===== config.mk =====
export PLATFORM = sky130hd
export DESIGN_NAME = ps2_key_decoder
export DESIGN_NICKNAME = d
export VERILOG_FILES = /design/src/rtl/ps2_key_decoder.sv
export SDC_FILE = /design/constraint.sdc
export NUM_CORES = 1
export LEC_CHECK = 0
export ABC_CLOCK_PERIOD_IN_PS = 2100
export CORE_MARGIN = 5
export CORE_UTILIZATION = 50
export CTS_CLUSTER_SIZE = 10
export DETAILED_ROUTE_END_ITERATION = 6
export DONT_BUFFER_PORTS = 1
export SLEW_MARGIN = 20
export SYNTH_ARGS = -nofsm -noshare
export SYNTH_HDL_FRONTEND = slang
export SYNTH_SLANG_ARGS = --single-unit
export TNS_END_PERCENT = 20

===== constraint.sdc =====
create_clock -name clk -period 2.1 [get_ports clk]
set_input_delay 0.105 -clock clk [delete_from_list [all_inputs] [get_ports clk]]
set_output_delay 0.105 -clock clk [all_outputs]
set_load 0.02 [all_outputs]

===== src/rtl/ps2_key_decoder.sv =====
// rtl/ps2_key_decoder.sv - PS/2 set-2 receiver and make/break decoder for the game's direction/space keys
module ps2_key_decoder #(
    parameter int FILTER_LEN  = 8,
    parameter int TIMEOUT_CYC = 200000
) (
    input  logic       clk,
    input  logic       rst_n,
    input  logic       ps2_clk,
    input  logic       ps2_data,
    output logic [4:0] keys,
    output logic [4:0] key_press,
    output logic [7:0] scan_code,
    output logic       scan_valid,
    output logic       frame_err
);

    localparam int FW = $clog2(FILTER_LEN + 1);
    localparam int TW = $clog2(TIMEOUT_CYC + 1);

    typedef enum logic [1:0] {RX_IDLE, RX_DATA, RX_PARITY, RX_STOP} rx_state_t;
    typedef enum logic [1:0] {D_IDLE, D_E0, D_F0, D_E0F0} dec_state_t;

    logic          clk_s1_q, clk_s2_q, data_s1_q, data_s2_q;
    logic          filt_q, filt_d;
    logic [FW-1:0] filt_cnt_q, filt_cnt_d;
    logic          fall_q, fall_d;
    logic          data_smp_q, data_smp_d;

    rx_state_t     rx_state_q, rx_state_d;
    logic [2:0]    bit_cnt_q, bit_cnt_d;
    logic [7:0]    shift_q, shift_d;
    logic          par_q, par_d;
    logic [TW-1:0] to_cnt_q, to_cnt_d;
    logic [7:0]    scan_code_q, scan_code_d;
    logic          scan_valid_q, scan_valid_d;
    logic          frame_err_q, frame_err_d;

    dec_state_t    dec_state_q, dec_state_d;
    logic [4:0]    keys_q, keys_d;
    logic [4:0]    key_press_q, key_press_d;

    // One-hot key bit for a completed code; extended flag selects the E0 page.
    function automatic logic [4:0] key_map(input logic ext, input logic [7:0] code);
        logic [4:0] m;
        m = 5'b00000;
        if (ext) begin
            case (code)
                8'h75:   m = 5'b00001;
                8'h6B:   m = 5'b00010;
                8'h74:   m = 5'b00100;
                8'h72:   m = 5'b01000;
                default: m = 5'b00000;
            endcase
        end else if (code == 8'h29) begin
            m = 5'b10000;
        end
        return m;
    endfunction

    // Glitch filter: the accepted level flips only after FILTER_LEN consecutive differing samples.
    always_comb begin
        filt_d     = filt_q;
        filt_cnt_d = '0;
        if (clk_s2_q != filt_q) begin
            if (filt_cnt_q == FW'(FILTER_LEN - 1)) begin
                filt_d = clk_s2_q;
            end else begin
                filt_cnt_d = filt_cnt_q + FW'(1);
            end
        end
        fall_d     = filt_q & ~filt_d;
        data_smp_d = data_s2_q;
    end

    always_comb begin
        rx_state_d   = rx_state_q;
        bit_cnt_d    = bit_cnt_q;
        shift_d      = shift_q;
        par_d        = par_q;
        scan_code_d  = scan_code_q;
        scan_valid_d = 1'b0;
        frame_err_d  = 1'b0;
        to_cnt_d     = (rx_state_q == RX_IDLE || fall_q) ? '0 : to_cnt_q + TW'(1);

        if (fall_q) begin
            case (rx_state_q)
                RX_IDLE: begin
                    if (!data_smp_q) begin
                        rx_state_d = RX_DATA;
                        bit_cnt_d  = 3'd0;
                        par_d      = 1'b0;
                    end
                end
                RX_DATA: begin
                    shift_d   = {data_smp_q, shift_q[7:1]};
                    par_d     = par_q ^ data_smp_q;
                    bit_cnt_d = bit_cnt_q + 3'd1;
                    if (bit_cnt_q == 3'd7) begin
                        rx_state_d = RX_PARITY;
                    end
                end
                RX_PARITY: begin
                    par_d      = par_q ^ data_smp_q;
                    rx_state_d = RX_STOP;
                end
                RX_STOP: begin
                    // par_q holds the XOR of data and parity bits; odd parity leaves it at 1.
                    if (data_smp_q && par_q) begin
                        scan_code_d  = shift_q;
                        scan_valid_d = 1'b1;
                    end else begin
                        frame_err_d = 1'b1;
                    end
                    rx_state_d = RX_IDLE;
                    bit_cnt_d  = 3'd0;
                end
                default: rx_state_d = RX_IDLE;
            endcase
        end else if (rx_state_q != RX_IDLE && to_cnt_q == TW'(TIMEOUT_CYC - 1)) begin
            frame_err_d = 1'b1;
            rx_state_d  = RX_IDLE;
            bit_cnt_d   = 3'd0;
            to_cnt_d    = '0;
        end
    end

    always_comb begin
        logic [4:0] m;
        dec_state_d = dec_state_q;
        keys_d      = keys_q;
        key_press_d = 5'b00000;
        m           = 5'b00000;
        if (scan_valid_q) begin
            case (dec_state_q)
                D_IDLE: begin
                    if (scan_code_q == 8'hE0) begin
                        dec_state_d = D_E0;
                    end else if (scan_code_q == 8'hF0) begin
                        dec_state_d = D_F0;
                    end else begin
                        m           = key_map(1'b0, scan_code_q);
                        keys_d      = keys_q | m;
                        key_press_d = m & ~keys_q;
                    end
                end
                D_E0: begin
                    if (scan_code_q == 8'hF0) begin
                        dec_state_d = D_E0F0;
                    end else begin
                        m           = key_map(1'b1, scan_code_q);
                        keys_d      = keys_q | m;
                        key_press_d = m & ~keys_q;
                        dec_state_d = D_IDLE;
                    end
                end
                D_F0: begin
                    keys_d      = keys_q & ~key_map(1'b0, scan_code_q);
                    dec_state_d = D_IDLE;
                end
                D_E0F0: begin
                    keys_d      = keys_q & ~key_map(1'b1, scan_code_q);
                    dec_state_d = D_IDLE;
                end
                default: dec_state_d = D_IDLE;
            endcase
        end
    end

    always_ff @(posedge clk or negedge rst_n) begin
        if (!rst_n) begin
            clk_s1_q     <= 1'b1;
            clk_s2_q     <= 1'b1;
            data_s1_q    <= 1'b1;
            data_s2_q    <= 1'b1;
            filt_q       <= 1'b1;
            filt_cnt_q   <= '0;
            fall_q       <= 1'b0;
            data_smp_q   <= 1'b1;
            rx_state_q   <= RX_IDLE;
            bit_cnt_q    <= 3'd0;
            shift_q      <= 8'h00;
            par_q        <= 1'b0;
            to_cnt_q     <= '0;
            scan_code_q  <= 8'h00;
            scan_valid_q <= 1'b0;
            frame_err_q  <= 1'b0;
            dec_state_q  <= D_IDLE;
            keys_q       <= 5'b00000;
            key_press_q  <= 5'b00000;
        end else begin
            clk_s1_q     <= ps2_clk;
            clk_s2_q     <= clk_s1_q;
            data_s1_q    <= ps2_data;
            data_s2_q    <= data_s1_q;
            filt_q       <= filt_d;
            filt_cnt_q   <= filt_cnt_d;
            fall_q       <= fall_d;
            data_smp_q   <= data_smp_d;
            rx_state_q   <= rx_state_d;
            bit_cnt_q    <= bit_cnt_d;
            shift_q      <= shift_d;
            par_q        <= par_d;
            to_cnt_q     <= to_cnt_d;
            scan_code_q  <= scan_code_d;
            scan_valid_q <= scan_valid_d;
            frame_err_q  <= frame_err_d;
            dec_state_q  <= dec_state_d;
            keys_q       <= keys_d;
            key_press_q  <= key_press_d;
        end
    end

    assign keys       = keys_q;
    assign key_press  = key_press_q;
    assign scan_code  = scan_code_q;
    assign scan_valid = scan_valid_q;
    assign frame_err  = frame_err_q;

endmodule


==> flow_metrics.tcl <==
set metrics [dict create \
    outcome "finished, final reports clean" \
    grt.total_usage_pct 16.07 \
    fin_total_pwr_w 0.002741 \
    cts_buffer_depth 2 \
    dp_hpwl_um 3537 \
    placed_cell_area_sq_um 3043 \
    drc_errors 0 \
    ys_types 49 \
    io_pins 24 \
    postLayoutCellArea_sq_um 3306 \
    cts_tree "done" \
    grt_pass1_vias 1958 \
    grt-ovfl-total 0 \
    seq_area_frac_synth_pct 55.34 \
    postRouteAntennaNets 0 \
    htreeDepth 3 \
    cp_max_fo 18 \
    synth_mux_area_share_pct 7.161 \
    p_leak_nw 1.505 \
    nets 285 \
    async_flop_share_pct 100.0 \
    grt_max_degree 66 \
    yosysWarnings 0 \
    dieHeight_um 86.85 \
    die_w_um 86.85 \
    irDropWorstVdd_v 0.0005947 \
    worst-setup-path-type "reg2reg" \
    synth_ff_type "dfrtp_1" \
    clkTransAtPathRegs_ns 0.08 \
    grt_pass1_wl_um 9446 \
    core_area_sq_um 5816 \
    synth-compound-area-share_pct 7.881 \
    crit_path_end_kind "register" \
    slew_headroom_pct 61.82 \
    postSynthCellCount 259 \
    wire_per_inst_um 15.07 \
    rsz0062_at_grt "no" \
    syn_avg_cell_area_sq_um 11.40 \
    wirelength_um 5318 \
    cts_buffers 9 \
    synth-simple-area-share_pct 19.41 \
    viasPerCell 5.569 \
    dr.pass1.iters 4 \
    worstPathRequired_ns 2.35 \
    pwr_density_cell_nw_per_um2 829.1 \
    synth_area_sq_um 2953 \
    drive_above_1_share_pct 18.71 \
    area_growth_pct 11.95 \
    drt_iter0_drc 66 \
    maxSlewViolCount 0 \
    start_kind "register" \
    hold_class "in2async" \
    place_congestion 0.7442 \
    reg2reg_setup_slack_ns 0.27 \
    synth_xor_area_share_pct 4.153 \
    finalSetupViolations 0 \
    cts_root_buf "clkbuf_8" \
    rows 28 \
    fin_crit_sh_pct 87.22 \
    syn_nets 271 \
    period_needed_ns 1.832 \
    cts-resized-gates 0 \
    initial_core_util_pct 50.77 \
    fin_util_pct 56.84 \
    dieArea_sq_um 7543 \
    via_count 1966 \
    antenna_found_initial 0 \
    finalHoldViolCount 0 \
    io_buffers 0 \
    ys_seq_elements 65 \
    fin_setup_tns_ns 0 \
    worstMarginPinSlew_ns 0.5675 \
    synth_top_family_by_area "simple AND/OR/NAND/NOR gates" \
    synth_edf_count 0 \
    cts_sinks 65 \
    arrival_ns 2.08 \
    max_freq_mhz 546.0 \
    clkLatencyLatePin_ns 0.34 \
    antenna_cells 0 \
    drv_cap 0 \
    skew_ns 0.01080 \
    synth_fa_ha_area_share_pct 3.390 \
]
-- per-stage QoR --
step / hold slack, ns / worst slack (ns) / instances
2_1_floorplan: -0.1906 / 0.3442 / 259
3_3_place_gp: -0.1891 / 0.3119 / 333
3_5_place_dp: -0.1889 / 0.2688 / 333
4_1_cts: 0.2876 / 0.2498 / 353
5_1_grt: 0.2954 / 0.1242 / 353
6_report: 0.2954 / 0.2685 / 353
-- sequential cells by signal (all words and copies together), names as in the netlist, 2 cells and up --
name         count
bit_cnt_q        3
keys             5
to_cnt_q        18
scan_code        8
filt_cnt_q       4
shift_q          8
key_press        5
rx_state_q       2
dec_state_q      2
-- final timing paths --
path	startpoint	endpoint	cells after the start
max	to_cnt_q[0]	to_cnt_q[14]	5
min	rst_n	keys[0]	2
max reg2reg	to_cnt_q[0]	to_cnt_q[14]	5
min reg2reg	data_s1_q	data_s2_q	0
max in group asynchronous	rst_n	filt_q	2
min in group clk	ps2_clk	clk_s1_q	1
-- cell usage in the layout (no fill, tap or decap), types with 8 or more instances in the layout --
cell	netlist	final
mux2_2	17	17
clkbuf_8	0	10
nand2_1	15	15
a21oi_1	10	10
ha_1	8	8
dfrtp_1	59	59
nand4_1	9	9
nand3_1	13	13
nor2_1	26	26
inv_1	8	8
xor2_1	10	10
-- cells in the mapped netlist, types with 2 or more instances --
cell       instances  area share, %
dfrtp_1           59             50
nor2_1            26            3.3
mux2_2            17            6.5
nand2_1           15            1.9
nand3_1           13            2.2
a21oi_1           10            1.7
xor2_1            10            3.0
nand4_1            9            1.9
ha_1               8            3.4
inv_1              8            1.0
dfstp_2            6            5.3
o21ai_0            6            1.0
clkbuf_1           4           0.51
nor3_1             4           0.68
nor3b_1            4            1.0
xnor2_1            4            1.2
a31oi_1            3           0.64
and3_1             3           0.64
buf_6              3            1.1
nor2b_1            3           0.64
nor4_1             3           0.64
or4_1              3           0.76
a41oi_1            2           0.59
and2_1             2           0.42
and4_1             2           0.59
mux2i_1            2           0.68
nand4b_1           2           0.59
nand4bb_1          2           0.76
nor4b_1            2           0.59
o22a_1             2           0.59
o22ai_1            2           0.42
o31ai_1            2           0.51
or3_1              2           0.42
-- cell type report --
type	instances	area (sq um)
inverter	8	30.03
clock inverter	6	67.56
fill	510	2510
timing repair buffer	10	102.6
sequential	65	1634
clock buffer	10	137.6
tap	75	93.84
multi-input combinational	179	1240
-- power by group --
part	switching, W	total (W)	internal [W]
registers	0.0000460	0.00137	0.00133
logic	0.000184	0.000294	0.000110
clock network	0.000493	0.00107	0.000580
total	0.000723	0.00274	0.00202
-- metal layers --
layer | vias up | routed length, um | GRT usage (%)
li1 | 968 | - | -
met1 | 964 | 2498 | 21.39
met2 | 26 | 2539 | 24.91
met3 | 8 | 190 | 3.595
met4 | 0 | 90 | 7.649
met5 | - | 0 | 0
-- worst max-delay path, stage by stage (launching register included) --
cell and delay, ns:
dfrtp_1 0.39, ha_1 0.28, and2_4 0.20, and2_1 0.16, a311o_2 0.54, a21oi_1 0.18
-- cells by family after synthesis --
kind of cell,count (synthesis)
flops,65
mux,19
buf+inv,15
compound gates,35
xor+xnor,14
fa+ha+maj,8
simple gates,103
-- timing repair --
| item | 4_1_cts | 5_1_grt |
|---|---|---|
| endpoints found under the hold margin | 67 | 0 |
| hold buffers | 4 | 0 |
| buffers inserted | 0 | 0 |
Power figures use the tool's default switching activity.
